`src/rtl/stack_push_if.sv`:
```
// Request and bus-write signal group for stack_push_unit.
// The master side issues push requests; the slave side is the push unit.
interface stack_push_if;
  logic        start;
  logic [1:0]  len;
  logic [23:0] value;
  logic [15:0] sp_in;
  logic        emu;
  logic        busy;
  logic        bus_write;
  logic [23:0] bus_addr;
  logic [7:0]  bus_wdata;
  logic        done;
  logic        sp_write;
  logic [15:0] sp_out;

  modport master (
    output start, len, value, sp_in, emu,
    input  busy, bus_write, bus_addr, bus_wdata, done, sp_write, sp_out
  );

  modport slave (
    input  start, len, value, sp_in, emu,
    output busy, bus_write, bus_addr, bus_wdata, done, sp_write, sp_out
  );
endinterface

```
`src/rtl/stack_push_unit.sv`:
```
// Serializes a 1-3 byte register value onto the data bus as a 65816 stack push,
// MSB first, decrementing SP after each byte; advances only on cpu_en cycles.
module stack_push_unit (
  input  logic          clk,
  input  logic          reset,
  input  logic          cpu_en,
  stack_push_if.slave   sp_bus
);

  typedef enum logic [1:0] {IDLE, PUSH, FIN} state_t;

  state_t      state;
  logic [23:0] val_q;
  logic [1:0]  cnt_q;
  logic        emu_q;
  logic [15:0] sp_q;

  logic [15:0] start_sp_c;
  logic [15:0] next_sp_c;
  logic [1:0]  next_cnt_c;

  function automatic logic [7:0] pick_byte(input logic [23:0] v, input logic [1:0] idx);
    case (idx)
      2'd0:    pick_byte = v[7:0];
      2'd1:    pick_byte = v[15:8];
      default: pick_byte = v[23:16];
    endcase
  endfunction

  // Emulation mode pins the stack to page 1 and wraps within it.
  assign start_sp_c = sp_bus.emu ? {8'h01, sp_bus.sp_in[7:0]} : sp_bus.sp_in;
  assign next_sp_c  = emu_q ? {8'h01, 8'(sp_q[7:0] - 8'd1)} : 16'(sp_q - 16'd1);
  assign next_cnt_c = 2'(cnt_q - 2'd1);

  always_ff @(posedge clk) begin
    if (reset) begin
      state            <= IDLE;
      val_q            <= 24'd0;
      cnt_q            <= 2'd0;
      emu_q            <= 1'b0;
      sp_q             <= 16'd0;
      sp_bus.busy      <= 1'b0;
      sp_bus.bus_write <= 1'b0;
      sp_bus.bus_addr  <= 24'd0;
      sp_bus.bus_wdata <= 8'd0;
      sp_bus.done      <= 1'b0;
      sp_bus.sp_write  <= 1'b0;
      sp_bus.sp_out    <= 16'd0;
    end else if (cpu_en) begin
      case (state)
        // FIN also accepts a start so pushes can run back to back.
        IDLE, FIN: begin
          sp_bus.done     <= 1'b0;
          sp_bus.sp_write <= 1'b0;
          if (sp_bus.start && (sp_bus.len != 2'd0)) begin
            val_q            <= sp_bus.value;
            cnt_q            <= sp_bus.len;
            emu_q            <= sp_bus.emu;
            sp_q             <= start_sp_c;
            sp_bus.busy      <= 1'b1;
            sp_bus.bus_write <= 1'b1;
            sp_bus.bus_addr  <= {8'h00, start_sp_c};
            sp_bus.bus_wdata <= pick_byte(sp_bus.value, 2'(sp_bus.len - 2'd1));
            state            <= PUSH;
          end else begin
            state <= IDLE;
          end
        end
        PUSH: begin
          sp_q  <= next_sp_c;
          cnt_q <= next_cnt_c;
          if (next_cnt_c == 2'd0) begin
            sp_bus.busy      <= 1'b0;
            sp_bus.bus_write <= 1'b0;
            sp_bus.done      <= 1'b1;
            sp_bus.sp_write  <= 1'b1;
            sp_bus.sp_out    <= next_sp_c;
            state            <= FIN;
          end else begin
            sp_bus.bus_addr  <= {8'h00, next_sp_c};
            sp_bus.bus_wdata <= pick_byte(val_q, 2'(next_cnt_c - 2'd1));
          end
        end
        default: state <= IDLE;
      endcase
    end
  end

endmodule
```
`src/flat_wrapper.sv`:
```
// flat-port wrapper written by rule: the top's interface ports become plain ports
module stack_push_unit_flat 
  (clk, reset, cpu_en, sp_bus_start, sp_bus_len, sp_bus_value, sp_bus_sp_in, sp_bus_emu, sp_bus_busy, sp_bus_bus_write, sp_bus_bus_addr, sp_bus_bus_wdata, sp_bus_done, sp_bus_sp_write, sp_bus_sp_out);
  stack_push_if sp_bus_i ();
  input  logic clk;
  input  logic reset;
  input  logic cpu_en;
  input wire logic [$bits(sp_bus_i.start)-1:0] sp_bus_start;
  input wire logic [$bits(sp_bus_i.len)-1:0] sp_bus_len;
  input wire logic [$bits(sp_bus_i.value)-1:0] sp_bus_value;
  input wire logic [$bits(sp_bus_i.sp_in)-1:0] sp_bus_sp_in;
  input wire logic [$bits(sp_bus_i.emu)-1:0] sp_bus_emu;
  output wire logic [$bits(sp_bus_i.busy)-1:0] sp_bus_busy;
  output wire logic [$bits(sp_bus_i.bus_write)-1:0] sp_bus_bus_write;
  output wire logic [$bits(sp_bus_i.bus_addr)-1:0] sp_bus_bus_addr;
  output wire logic [$bits(sp_bus_i.bus_wdata)-1:0] sp_bus_bus_wdata;
  output wire logic [$bits(sp_bus_i.done)-1:0] sp_bus_done;
  output wire logic [$bits(sp_bus_i.sp_write)-1:0] sp_bus_sp_write;
  output wire logic [$bits(sp_bus_i.sp_out)-1:0] sp_bus_sp_out;
  assign sp_bus_i.start = sp_bus_start;
  assign sp_bus_i.len = sp_bus_len;
  assign sp_bus_i.value = sp_bus_value;
  assign sp_bus_i.sp_in = sp_bus_sp_in;
  assign sp_bus_i.emu = sp_bus_emu;
  assign sp_bus_busy = sp_bus_i.busy;
  assign sp_bus_bus_write = sp_bus_i.bus_write;
  assign sp_bus_bus_addr = sp_bus_i.bus_addr;
  assign sp_bus_bus_wdata = sp_bus_i.bus_wdata;
  assign sp_bus_done = sp_bus_i.done;
  assign sp_bus_sp_write = sp_bus_i.sp_write;
  assign sp_bus_sp_out = sp_bus_i.sp_out;
  stack_push_unit u_core (.clk(clk), .reset(reset), .cpu_en(cpu_en), .sp_bus(sp_bus_i));
endmodule
```
`config.mk`:
```
export PLATFORM = sky130hd
export DESIGN_NAME = stack_push_unit_flat
export DESIGN_NICKNAME = d
export VERILOG_FILES = /design/src/rtl/stack_push_if.sv /design/src/rtl/stack_push_unit.sv /design/src/flat_wrapper.sv
export SDC_FILE = /design/constraint.sdc
export NUM_CORES = 1
export LEC_CHECK = 0
export ABC_CLOCK_PERIOD_IN_PS = 2400
export CAP_MARGIN = 20
export CORE_ASPECT_RATIO = 0.9
export CORE_MARGIN = 4
export CORE_UTILIZATION = 50
export CTS_CLUSTER_SIZE = 24
export DETAILED_ROUTE_END_ITERATION = 16
export PLACE_DENSITY = 0.89
export SETUP_SLACK_MARGIN = 0.1
export SLEW_MARGIN = 20
export SYNTH_ARGS = -nofsm -noshare
export SYNTH_HDL_FRONTEND = slang
export SYNTH_SLANG_ARGS = --single-unit
```
`constraint.sdc`:
```
create_clock -name clk -period 2.4 [get_ports clk]
set_input_delay 0.72 -clock clk [delete_from_list [all_inputs] [get_ports clk]]
set_output_delay 0.72 -clock clk [all_outputs]
set_load 0.05 [all_outputs]
```
==> impl_results.md, run 1 <==
* WL/cell at 16.7 um
* Switching power at 1.18 mW
* Initial Util at 51.3%
* Synth Register Bits at 87
* Crit-path max FO at 2
* Full die area at 0.00979 sq mm
* CP max-delay cell: clkdlybuf4s50_1
* Comb pwr share at 27.1%
* Headroom to the max-slew limit at 57.9%
* PwrDens at 650 mW/mm^2
* Vias in the first global route at 4061
* Worst IR Drop VDD at 313 uV
* Netlist cell types at 49
* Critical Path AT at 1550 ps
* Hold endpoint: u_core.val_q[17]$_SDFFE_PP0P_
* Yosys warns at 0
* Layout Cells excl Fill at 715
* Status: complete, no violations
* Min Tclk post-route at 2270 ps
* Mean post-synth cell area at 7.91 sq um
* First DRT Iteration DRCs at 264
* Switching Fraction at 33.1%
* Setup WS pre-CTS at -250 ps
* Clock Latency Late Sink at 360 ps
* Post-DR vias/cell at 5.85
* GPL Wtd Cong at 0.880
* Max Cap Violations at 0
* Final Max Tran Viols at 0
* Area Growth Syn to Fin at 33.1%
* Met2 WL at 5690 um
* Hold buffers post-CTS at 0
* Post-synthesis sequential area ratio at 42.1%
* Worst R2R Setup Slack at 180 ps
* Num CTS Buffers at 9
* Gate Count Post-Synth at 523
* Vias at 4184
* Slew @ Worst Pin at 630 ps
* Clock Power Share at 28.8%
* Worst hold path class: reg -> reg
* Die height at 94.3 um
* Filler Cell Count at 636
* Synth top area cells: dfxtp_1 (42%), nand2_1 (7.8%), a21oi_1 (7.5%)
* CP delay by family, top: buffers and inverters
* Worst reg2reg path depth at 7
* FF-to-FF Start: u_core.sp_q[0]$_SDFFE_PP0P_
* Largest stage delay, worst path at 820 ps
* Crit path kind: reg -> out
* Fin Setup TNS at 0 ps
* Reg-to-reg critical path endpoint: u_core.sp_q[10]$_SDFFE_PP0P_
* Final hold violation count at 0
* Drt first pass iters at 5
* TritonCTS clock tree: done
* Dpl hpwl at 8650 um
* Critical path startpoint category: flip-flop
* Crit-path cells: clkdlybuf4s50_1
* Worst setup margin at 134 ps
* Core Footprint at 0.00807 sq mm
* Async S/R FF share, synth at 0%
* Clock transition at path regs at 90 ps
* H-tree depth at 3
* Cell Area, Synth at 0.00414 sq mm
* Unrepaired setup endpoints after global routing: yes
* # IOs at 99
* Required @ worst endpoint at 1680 ps
* Endpoint type of the worst setup path: output pin
* Die span in x at 104 um
* Most used DFF post-synth: dfxtp_1
* Highest metal used: met4
* Site row count at 31
* Final setup violation count at 0
* First-pass GRT wire length at 19100 um
* Post-Route M1 WL at 4890 um
* Post-route antenna net violation count at 0
* CTS sink count at 87
* Total power at 3.58 mW
* Hold Path Origin: u_core.val_q[17]$_SDFFE_PP0P_
* Leak pwr at 2.13 nW
* CTS root buf: clkbuf_8
* Synth top area share at 42.1%
* Crit share post-route at 94.4%
* Gr usage total at 23.9%
* Placed Instances at 698
* Metal3 WL at 1070 um
* Seq pwr share at 44.2%
* Post-synth top area cell: dfxtp_1
* Final Util at 68.2%
* Buffers & Inverters on Critical Path at 1
* Number of synthesized flops with an enable pin at 0
* Buffers added on ports at 90
* Setup Skew at 14.6 ps
* WHS Path Cells at 2
* Wirelength, routed at 11900 um
* DRC at 0
* Internal at 2.39 mW
* Ant diodes at 0
* Fmax at 441 MHz
* Initial antenna violation count at 0
* Ratio of cells with drive above 1 in the final layout at 10.9%
* GR Overflow Total at 0
* Pin count of the biggest net entering global routing at 27
* Maximum clock path buffer count at 2
* Nets at 665
cells by family (layout without fill, tap and decap cells):
| family | after synthesis | after routing | synth area share, % |
|---|---|---|---|
| DFF | 87 | 87 | 42.1 |
| and+or+nand+nor | 198 | 198 | 22.3 |
| xor gates and xnor gates | 13 | 13 | 2.75 |
| buffers and inverters | 60 | 146 | 6.71 |
| AOI/OAI and AO/OA | 157 | 157 | 23.9 |
| other | 1 | 8 | 0.0907 |
| adders and majority gates | 7 | 7 | 2.12 |
worst reg2reg max path, stage by stage (launching register included):
cell and delay, ps:
dfxtp_1 330, inv_1 100, ha_1 240, or4b_4 560, nor3_1 250, xor2_1 320
a221oi_1 140, nor3_1 200
cell usage in the layout, fill, tap and decap left out, types with 9 or more instances in the layout:
cell / synthesis / layout
dfxtp_1: 87 / 87
nand2_1: 86 / 86
clkdlybuf4s50_1: 0 / 82
nor2_1: 62 / 62
a21oi_1: 62 / 62
buf_4: 10 / 29
a22oi_1: 20 / 20
o21ai_0: 20 / 18
nor3_1: 14 / 14
nand3b_1: 10 / 10
a211oi_1: 10 / 10
clkbuf_8: 0 / 9
power groups by stage:
stage	registers [mW]	clock network, mW	logic, mW
6_report	1.58	1.03	0.968
5_1_grt	1.59	1.08	1.04
4_1_cts	1.57	1.04	0.933
3_5_place_dp	1.61	0	0.920
3_3_place_gp	1.60	0	0.898
2_1_floorplan	1.71	0	0.494
repair_timing:
item / 4_1_cts / 5_1_grt
pin swaps: 0 / 5
setup buffers: 0 / 1
endpoints found under the hold margin: 0 / 0
gates resized for setup: 2 / 16
endpoints found under the setup margin: 2 / 38
worst max-delay path by stage:
| stage | from | depth (start not counted) | endpoint | slack [ps] |
|---|---|---|---|---|
| finish | u_core.sp_bus.bus_wdata[0]$_SDFFE_PP0P_ | 1 | sp_bus_bus_wdata[0] | 130 |
| CTS | u_core.sp_bus.bus_wdata[3]$_SDFFE_PP0P_ | 1 | sp_bus_bus_wdata[3] | 100 |
| floorplan | sp_bus_len[0] | 7 | u_core.sp_bus.bus_addr[11]$_SDFFE_PP0P_ | 230 |
| detailed placement | sp_bus_len[0] | 9 | u_core.sp_bus.bus_addr[15]$_SDFFE_PP0P_ | -250 |
| global route | u_core.sp_q[0]$_SDFFE_PP0P_ | 7 | u_core.sp_bus.bus_addr[14]$_SDFFE_PP0P_ | 80 |
| global placement | sp_bus_len[0] | 9 | u_core.sp_bus.bus_addr[13]$_SDFFE_PP0P_ | -190 |
Yosys cell counts (2+ instances only):
cell	n
o21a_1	2
buf_6	2
inv_1	7
nor4_4	2
a32o_1	4
o41ai_1	2
a22o_1	2
xnor2_1	5
o31ai_1	2
ha_1	7
o21ai_1	6
dfxtp_1	87
nor2b_1	2
or4_1	3
nor4_1	4
buf_4	10
xor2_1	8
a21oi_1	62
o21ai_0	20
nand2b_1	3
a31oi_1	8
nand3b_1	10
nor3b_1	3
a22oi_1	20
a211oi_1	10
nor2_1	62
nor3_1	14
nand2_1	86
clkbuf_1	37
a221oi_1	7
a311oi_1	3
a211o_1	3
buf_1	4
metrics by stage:
| stage | area, sq um | hold slack, ps |
|---|---|---|
| after floorplan | 4160 | 436 |
| after global placement | 5230 | 432 |
| after detailed placement | 5230 | 448 |
| after CTS | 5430 | 461 |
| after global routing | 5500 | 477 |
| final | 5500 | 463 |
final cells by class:
type	count	area, sq um	share of cell area, %
sequential	87	1740	31.6
tap	99	124	2.25
inverter	7	26.3	0.477
clock buffer	10	128	2.32
clock inverter	6	68.8	1.25
multi-input combinational	383	2200	40.1
timing repair buffer	123	1210	22.0
flip-flops by register name, indices dropped and copies added (netlist names):
| register | cells |
|---|---|
| u_core.sp_bus.bus_write | 1 |
| u_core.val_q | 24 |
| u_core.sp_q | 16 |
| u_core.cnt_q | 2 |
| u_core.state | 2 |
| u_core.emu_q | 1 |
| u_core.sp_bus.bus_wdata | 8 |
| u_core.sp_bus.bus_addr | 16 |
| u_core.sp_bus.sp_out | 16 |
| u_core.sp_bus.done | 1 |
metal layers:
layer	vias up	GRT usage, %
met3	24	6.05
met4	0	9.86
li1	2001	-
met1	1938	28.9
met5	-	0
met2	221	41.0
Note: power is estimated with default switching activity, not from simulation.
==> inputs of run 2 (changes only) <==
--- a/config.mk
+++ b/config.mk
@@ -12,6 +12,7 @@
 export CORE_UTILIZATION = 50
 export CTS_CLUSTER_SIZE = 24
 export DETAILED_ROUTE_END_ITERATION = 16
+export GPL_ROUTABILITY_DRIVEN = 0
 export PLACE_DENSITY = 0.89
 export SETUP_SLACK_MARGIN = 0.1
 export SLEW_MARGIN = 20
==> run 2 against run 1 <==
Against the previous run:
- wire length down 1.1%
- non-clock buffer count down 3
- critical endpoint is now sp_bus_bus_wdata[5]
- critical path depth unchanged
- global-route usage down 0.13 points
- die area unchanged
- final area up 0.68%
- via count down 0.45%
- utilization up 0.47 points
==> impl_results.md, run 2 (synthesized netlist as in run 1, its figures left out) <==
* Gr usage total at 23.8% (-0.13 points)
* First-pass GRT wire length at 18900 um (-1.0%)
* Ratio of cells with drive above 1 in the final layout at 10.1% (-0.76 points)
* Crit-path max FO at 2 (unchanged)
* Most common cell after layout, fill and taps aside: dfxtp_1
* Worst IR Drop VDD at 378 uV (+21%)
* CTS root buf: clkbuf_8
* Final Util at 68.7% (+0.47 points)
* Post-route antenna net violation count at 0 (unchanged)
* Vias in the first global route at 3952 (-2.7%)
* Fin Setup TNS at 0 ps (unchanged)
* Endpoint type of the worst setup path: output pin
* Worst setup margin at 162 ps (+28.2 ps)
* Leak pwr at 2.28 nW (+6.9%)
* WL/cell at 16.6 um (-0.73%)
* Crit share post-route at 93.2% (-1.2 points)
* Area Growth Syn to Fin at 34.0%
* # IOs at 99 (unchanged)
* Filler Cell Count at 598 (-6.0%)
* GR Overflow Total at 0 (unchanged)
* Buffers added on ports at 90 (unchanged)
* H-tree depth at 3 (unchanged)
* Ant diodes at 0 (unchanged)
* PwrDens at 681 mW/mm^2 (+4.8%)
* Worst hold path class: reg -> reg
* Critical Path AT at 1520 ps (-30 ps)
* Full die area at 0.00979 sq mm (unchanged)
* Buffers & Inverters on Critical Path at 1 (unchanged)
* Site row count at 31 (unchanged)
* Num CTS Buffers at 9 (unchanged)
* CP max-delay cell: clkdlybuf4s50_1
* Die span in x at 104 um (unchanged)
* CTS sink count at 87 (unchanged)
* Crit path kind: reg -> out
* DRC at 0 (unchanged)
* First DRT Iteration DRCs at 313 (+19%)
* Required @ worst endpoint at 1680 ps (about the same)
* Final Max Tran Viols at 0 (unchanged)
* Max Cap Violations at 0 (unchanged)
* Commonest cells after routing, fill and taps aside: dfxtp_1 (87), nand2_1 (86), clkdlybuf4s50_1 (74), nor2_1 (62), a21oi_1 (62)
* Setup Skew at 8.64 ps (-6.01 ps)
* Final hold slack at 451 ps (-12.0 ps)
* Unrepaired setup endpoints after global routing: no
* Vias at 4165 (-0.45%)
* Clock Latency Late Sink at 350 ps (about the same)
* Setup WS pre-CTS at -180 ps (+70.9 ps)
* Total power at 3.77 mW (+5.5%)
* Status: complete, no violations
* Die height at 94.3 um (unchanged)
* Core Footprint at 0.00807 sq mm (unchanged)
* Biggest register: u_core.val_q
* Min Tclk post-route at 2240 ps (-28.2 ps)
* Maximum clock path buffer count at 2 (unchanged)
* Initial Util at 51.3% (unchanged)
* Initial antenna violation count at 0 (unchanged)
* Clock transition at path regs at 80 ps (about the same)
* Slew @ Worst Pin at 629 ps (-0.859 ps)
* Wirelength, routed at 11800 um (-1.1%)
* Drt first pass iters at 5 (unchanged)
* Final setup violation count at 0 (unchanged)
* Hold buffers post-CTS at 0 (unchanged)
* Critical path startpoint category: flip-flop
* Largest stage delay, worst path at 810 ps (about the same)
* Pin count of the biggest net entering global routing at 33 (+22%)
* Nets at 662 (-0.45%)
* Fmax at 447 MHz (+1.3%)
* Max FFs per register at 24 (unchanged)
* Crit-path cells: clkdlybuf4s50_1
* CP delay by family, top: buffers and inverters
* Post-DR vias/cell at 5.85 (about the same)
* Final hold violation count at 0 (unchanged)
* Dpl hpwl at 8440 um (-2.5%)
* Headroom to the max-slew limit at 58.1% (+0.21 points)
* TritonCTS clock tree: done
## run 2: worst paths after layout
check | from | to | slack, ps | cells past startpoint
setup reg to reg | u_core.sp_q[0]$_SDFFE_PP0P_ | u_core.sp_bus.bus_addr[11]$_SDFFE_PP0P_ | 240 | 6
hold reg to reg | u_core.sp_bus.sp_out[13]$_SDFFE_PP0P_ | u_core.sp_bus.sp_out[13]$_SDFFE_PP0P_ | 450 | 2
setup / recovery | u_core.sp_bus.bus_wdata[5]$_SDFFE_PP0P_ | sp_bus_bus_wdata[5] | 160 | 1
hold / removal | u_core.sp_bus.sp_out[13]$_SDFFE_PP0P_ | u_core.sp_bus.sp_out[13]$_SDFFE_PP0P_ | 450 | 2
## run 2: final cells by class
cell class / count / area (sq um) / share of cell area, %
multi-input combinational: 383 / 2190 / 39.6
sequential: 87 / 1740 / 31.4
timing repair buffer: 120 / 1210 / 21.9
clock buffer: 11 / 141 / 2.55
tap: 99 / 124 / 2.24
clock inverter: 5 / 104 / 1.87
inverter: 7 / 26.3 / 0.474
## run 2: power by group
| part | switching (mW) | internal [mW] |
|---|---|---|
| registers | 0.0584 | 1.52 |
| clock network | 0.527 | 0.723 |
| logic | 0.573 | 0.373 |
| total | 1.16 | 2.61 |
## run 2: metal layers
metal	share of wire [%]	vias up	track usage, %
met5	0	-	0
met4	1.8	0	7.31
met3	8.1	20	6.74
met2	48	196	40.9
met1	42	1957	29.2
li1	-	1992	-
## run 2: repair_timing
action,4_1_cts,5_1_grt
resized for setup,0,25
endpoints found under the setup margin,0,53
hold endpoints to repair,0,0
buffers inserted,0,0
## run 2: stage by stage
stage | cell area (sq um) | instances
2_1_floorplan | 4160 | 530
6_report | 5540 | 712
4_1_cts | 5460 | 712
5_1_grt | 5540 | 712
3_3_place_gp | 5210 | 696
3_5_place_dp | 5210 | 696
==> inputs of run 3 (changes only) <==
--- a/config.mk
+++ b/config.mk
@@ -10,7 +10,6 @@
 export CORE_ASPECT_RATIO = 0.9
 export CORE_MARGIN = 4
 export CORE_UTILIZATION = 50
-export CTS_CLUSTER_SIZE = 24
 export DETAILED_ROUTE_END_ITERATION = 16
 export GPL_ROUTABILITY_DRIVEN = 0
 export PLACE_DENSITY = 0.89
==> results of run 3 <==
The final DEF is identical to that of run 2; final timing and power are the same.
